## config.mk

```make
export PLATFORM = sky130hd
export DESIGN_NAME = ecc_scrub_ctrl
export DESIGN_NICKNAME = d
export VERILOG_FILES = /design/src/rtl/ecc_scrub_ctrl.sv
export SDC_FILE = /design/constraint.sdc
export NUM_CORES = 1
export LEC_CHECK = 0
export BUFFER_PORTS_ARGS = -buffer_cell sky130_fd_sc_hd__buf_2
export CORE_MARGIN = 4
export CORE_UTILIZATION = 45
export DETAILED_ROUTE_END_ITERATION = 10
export GPL_TIMING_DRIVEN = 0
export PLACE_DENSITY_LB_ADDON = 0.05
export REMOVE_ABC_BUFFERS = 1
export SLEW_MARGIN = 15
export SYNTH_ARGS = -nofsm -noshare
export SYNTH_HDL_FRONTEND = slang
export SYNTH_SLANG_ARGS = --single-unit
```

## constraint.sdc

```tcl
create_clock -name clk_i -period 3.9 [get_ports clk_i]
set_clock_uncertainty 0.1 [all_clocks]
set_input_delay 0.78 -clock clk_i [delete_from_list [all_inputs] [get_ports clk_i]]
set_output_delay 0.78 -clock clk_i [all_outputs]
set_load 0.02 [all_outputs]
```

## src/rtl/ecc_scrub_ctrl.sv

```systemverilog
// rtl/ecc_scrub_ctrl.sv - background SECDED memory scrubber
// Reads each word in turn, rewrites single-bit errors via the encoder, and logs double-bit errors.
module ecc_scrub_ctrl #(
  parameter int K        = 8,
  parameter int M        = 4,
  parameter int ADDR_W   = 8,
  parameter int DEPTH    = 256,
  parameter int INTERVAL = 1024,
  parameter int CNT_W    = 16,
  localparam int CW      = K + M + 1
) (
  input  logic              clk_i,
  input  logic              rst_i,
  input  logic              en_i,
  input  logic              clear_i,
  output logic              mem_req_o,
  output logic              mem_we_o,
  output logic [ADDR_W-1:0] mem_addr_o,
  output logic [CW-1:0]     mem_wdata_o,
  input  logic              mem_gnt_i,
  input  logic              mem_rvalid_i,
  input  logic [CW-1:0]     mem_rdata_i,
  output logic [CW-1:0]     dec_d_o,
  input  logic [K-1:0]      dec_q_i,
  input  logic              dec_sb_err_i,
  input  logic              dec_db_err_i,
  output logic [K-1:0]      enc_d_o,
  input  logic [CW-1:0]     enc_cw_i,
  output logic [CNT_W-1:0]  sb_cnt_o,
  output logic [CNT_W-1:0]  db_cnt_o,
  output logic [ADDR_W-1:0] db_addr_o,
  output logic              db_irq_o,
  output logic              done_o,
  output logic              busy_o
);

  localparam int TW = (INTERVAL > 1) ? $clog2(INTERVAL) : 1;
  localparam logic [TW-1:0]     TRELOAD = TW'(INTERVAL - 1);
  localparam logic [ADDR_W-1:0] LAST    = ADDR_W'(DEPTH - 1);
  localparam logic [CNT_W-1:0]  CMAX    = '1;

  typedef enum logic [2:0] {
    S_IDLE, S_WAIT, S_RD_REQ, S_RD_WAIT, S_CHECK, S_WR_REQ, S_NEXT
  } state_t;

  state_t state, nxt;
  logic [TW-1:0]     timer;
  logic [ADDR_W-1:0] addr;
  logic [CW-1:0]     cw_reg;
  logic [CW-1:0]     wdata_reg;

  always_ff @(posedge clk_i or posedge rst_i) begin
    if (rst_i) state <= S_IDLE;
    else       state <= nxt;
  end

  always_comb begin
    nxt = state;
    case (state)
      S_IDLE:    if (en_i) nxt = S_WAIT;
      S_WAIT:    if (!en_i) nxt = S_IDLE;
                 else if (timer == '0) nxt = S_RD_REQ;
      S_RD_REQ:  if (mem_gnt_i) nxt = S_RD_WAIT;
      S_RD_WAIT: if (mem_rvalid_i) nxt = S_CHECK;
      // a double error wins over a simultaneous single-error flag
      S_CHECK:   nxt = (dec_sb_err_i && !dec_db_err_i) ? S_WR_REQ : S_NEXT;
      S_WR_REQ:  if (mem_gnt_i) nxt = S_NEXT;
      S_NEXT:    nxt = en_i ? S_WAIT : S_IDLE;
      default:   nxt = S_IDLE;
    endcase
  end

  always_comb begin
    mem_req_o = 1'b0;
    mem_we_o  = 1'b0;
    busy_o    = (state != S_IDLE);
    case (state)
      S_RD_REQ: mem_req_o = 1'b1;
      S_WR_REQ: begin
        mem_req_o = 1'b1;
        mem_we_o  = 1'b1;
      end
      default: ;
    endcase
  end

  always_ff @(posedge clk_i or posedge rst_i) begin
    if (rst_i) begin
      timer     <= '0;
      addr      <= '0;
      cw_reg    <= '0;
      wdata_reg <= '0;
      db_addr_o <= '0;
      db_irq_o  <= 1'b0;
      done_o    <= 1'b0;
    end else begin
      db_irq_o <= 1'b0;
      done_o   <= 1'b0;
      case (state)
        S_IDLE:    if (en_i) timer <= TRELOAD;
        S_WAIT:    if (timer != '0) timer <= timer - TW'(1);
        S_RD_WAIT: if (mem_rvalid_i) cw_reg <= mem_rdata_i;
        S_CHECK: begin
          if (dec_db_err_i) begin
            db_addr_o <= addr;
            db_irq_o  <= 1'b1;
          end else if (dec_sb_err_i) begin
            wdata_reg <= enc_cw_i;
          end
        end
        S_NEXT: begin
          if (addr == LAST) begin
            addr   <= '0;
            done_o <= 1'b1;
          end else begin
            addr <= addr + ADDR_W'(1);
          end
          if (en_i) timer <= TRELOAD;
        end
        default: ;
      endcase
    end
  end

  // clear takes priority over a same-cycle increment
  always_ff @(posedge clk_i or posedge rst_i) begin
    if (rst_i) begin
      sb_cnt_o <= '0;
      db_cnt_o <= '0;
    end else if (clear_i) begin
      sb_cnt_o <= '0;
      db_cnt_o <= '0;
    end else if (state == S_CHECK) begin
      if (dec_db_err_i) begin
        if (db_cnt_o != CMAX) db_cnt_o <= db_cnt_o + CNT_W'(1);
      end else if (dec_sb_err_i) begin
        if (sb_cnt_o != CMAX) sb_cnt_o <= sb_cnt_o + CNT_W'(1);
      end
    end
  end

  assign mem_addr_o  = addr;
  assign mem_wdata_o = wdata_reg;
  assign dec_d_o     = cw_reg;
  assign enc_d_o     = dec_q_i;

endmodule

```

==> out/metrics.csv <==
stage,metric,value,unit
drt,drt_iter0_drc,190,
floorplanning,die_area,11340,sq um
worst_setup_path,crit_slowest_cell,nand4bb_1,
clocking,cts_hold_buffers,0,
worst_setup_path,critPathRequiredTime,4.04,ns
hold_path,min_path_type,in2async,
floorplanning,core-area,9328,sq um
yosys,synth-seq-cells,89,
final_layout,final_design_area_no_fill,5231,sq um
clocking,clk_path_buf_depth,2,
place,placed_cells,676,
floorplanning,io-pin-count,129,
clocking,cts_tree,yes,
global_route,grt-ovfl-total,0,
power_and_ir_drop,peakVddDrop,0.0002546,V
drt,drc,0,
power_and_ir_drop,p_total,2798,uW
floorplanning,initial_utilization,0.4679,
yosys,netlist_instances,456,
worst_setup_path,path_cells,nand4bb_1 > inv_2 > nand3_1 > nor4_1 > mux2_1,
clocking,cts.clk_slew.worst_paths,0.10,ns
drt,dr.pass1.iters,4,
yosys,yosys.area.top_type,dfrtp_1,
drt,routedWlPerCell,15.02,microns
place,dp_slack,0.9308,ns
drt,dr_total_vias,3775,
yosys,synth_flop_cell,dfrtp_1,
sta,worst_slew_pin_slew,0.9230,ns
worst_setup_path,r2r_end,db_cnt_o[15],
yosys,ys_seq_area_frac,0.5103,
yosys,synth-edff-count,0,
clocking,cts_made_buffers,9,
global_route,antenna_found_initial,0,
clocking,cts_setup_buffers,0,
global_route,grt_usage,0.1922,
worst_setup_path,crit_arrival,2.93,ns
sta,fin_tns_setup,0,ns
final_layout,area.sequential,2227,sq um
flow_run,cap_violations,0,
final_layout,area_delta_synth_final,19.87,%
worst_setup_path,r2r_slack,1.11,ns
final_layout,num-fill-cells,882,
place,gp_congestion,0.8393,
yosys,syn-mean-instance-area,9.571,sq um
worst_setup_path,critPathBufInv,1,
yosys,syn_area,4364,sq um
sta,maxSlewViolCount,0,
floorplanning,rows,35,
power_and_ir_drop,power_density,534.9,nW/um^2
sta,rsz0062_at_grt,false,
outcome,status,completed,
sta,timing.final.ws_setup,1.113,ns
clocking,cts_root_buf,clkbuf_8,
yosys,ys_top_cells_by_area,"dfrtp_1 51%, nand2_1 6.9%, mux2_2 3.4%, a21oi_1 2.8%, nor2_1 2.2%",
global_route,grt_max_degree,55,
place,io_buffers,112,
worst_setup_path,max_stage_delay,0.63,ns
yosys,synth_top_area_share,0.5103,
final_layout,multi_input_area,1952,sq um
worst_setup_path,end_kind,flop,
power_and_ir_drop,p_leak,0.002471,uW
global_route,grt_pass1_vias,3684,
sta,period_needed,2.787,ns
sta,hold_viol_final,0,
final_layout,drive_above_1_share,0.2718,
final_layout,final_cells,692,
yosys,ys_types,53,
floorplanning,die_w,106.5,microns
final_layout,antenna_cells,0,
sta,setup_viol,0,
global_route,top_usage_layer,met2,
sta,maxSlewHeadroom,0.3824,
worst_setup_path,worstSetupStartpointType,flop,
global_route,grtUsageMet3,0.03947,
drt,vias_per_cell,5.455,
worst_setup_path,r2r_start,state[1],
clocking,cts_resized,0,
clocking,htreeDepth,3,
place,place_hpwl,7388,microns
floorplanning,die_height,106.5,microns
worst_setup_path,worstPathMaxFanout,16,
sta,clock.fmax,358.8,MHz
place,place_area,5019,sq um
drt,routed_wl,10390,microns
worst_setup_path,critPathTopFamily,simple AND/OR/NAND/NOR gates,
yosys,yosysWarnings,0,
worst_setup_path,rr_worst_depth,5,
drt,ant_nets,0,
clocking,cts.sinks,89,
global_route,grtUsageMet2,0.3095,
final_layout,fin_nets,604,
global_route,met1_usage,0.2618,
clocking,insertion_delay,0.35,ns
worst_setup_path,criticalPathCategory,reg2reg,
yosys,synthArstFlopShare,1.000,
global_route,grt_pass1_wl,17880,microns
sta,period_share,0.7147,
logic make-up after synthesis:
family | Yosys count | synth area share
fa+ha+maj | 4 | 0.01147
mux | 20 | 0.05046
flops | 89 | 0.5103
compound gates | 78 | 0.1135
buf+inv | 44 | 0.04558
xor+xnor | 8 | 0.01606
simple gates | 213 | 0.2526
layout by cell type (no fill, tap or decap), types with 18 or more instances in the layout:
cell	instances
inv_1	18
buf_2	113
nand3_1	18
a21oi_1	24
o21ai_0	19
dfrtp_1	89
nand2_1	80
nor2_1	26
where the power goes:
group          internal [uW]  leakage, uW  switching, uW
sequential              1110      0.00114            156
clock                    334    0.0000982            335
combinational            331      0.00123            528
worst max path at each step:
stage	startpoint	end	slack, ns	cells after the start
3_3_place_gp	rst_i	timer[6]	-0.41	2
2_1_floorplan	rst_i	db_addr_o[0]	0.71	1
5_1_grt	state[1]	db_cnt_o[15]	0.79	5
4_1_cts	state[1]	db_cnt_o[15]	1.11	5
6_report	state[1]	db_cnt_o[15]	1.11	5
3_5_place_dp	dec_db_err_i	db_cnt_o[15]	0.93	6
layout make-up:
class                      instances  area share
timing repair buffer             115      0.1148
multi-input combinational        323      0.3731
clock inverter                     5     0.01172
tap                              129     0.03085
inverter                          20     0.01483
clock buffer                      11     0.02894
sequential                        89      0.4257
cell usage after synthesis (all sizes together), types with 5 or more instances:
library cell  count
inv              20
mux2             16
dfrtp            89
nand2            80
and4              5
nand3            18
nor2             26
nor3             14
nor4              8
nand4            12
clkbuf           13
buf              11
o31ai            12
or4              13
a21oi            24
or3              12
xnor2             6
o41ai             5
o21ai            19
stage by stage:
step | utilization | hold slack [ns]
final | 0.5608 | 0.3565
after global routing | 0.5608 | 0.3815
after CTS | 0.5608 | 0.3570
after detailed placement | 0.5380 | 0.3568
after global placement | 0.5320 | 0.3531
after floorplan | - | 0.3606
state kept, by name, indices dropped and copies added (netlist names):
name / count
mem_wdata_o: 13
db_cnt_o: 16
done_o: 1
mem_addr_o: 8
state: 3
db_addr_o: 8
sb_cnt_o: 16
timer: 10
dec_d_o: 13
db_irq_o: 1
per-layer routing:
layer | vias to the layer above | wire [microns] | part of all wire
met4 | 0 | 110 | 0.011
li1 | 1841 | - | -
met3 | 8 | 535 | 0.051
met2 | 98 | 5016 | 0.48
met5 | - | 0 | 0
met1 | 1828 | 4729 | 0.46
Note: power is estimated with default switching activity, not from simulation.
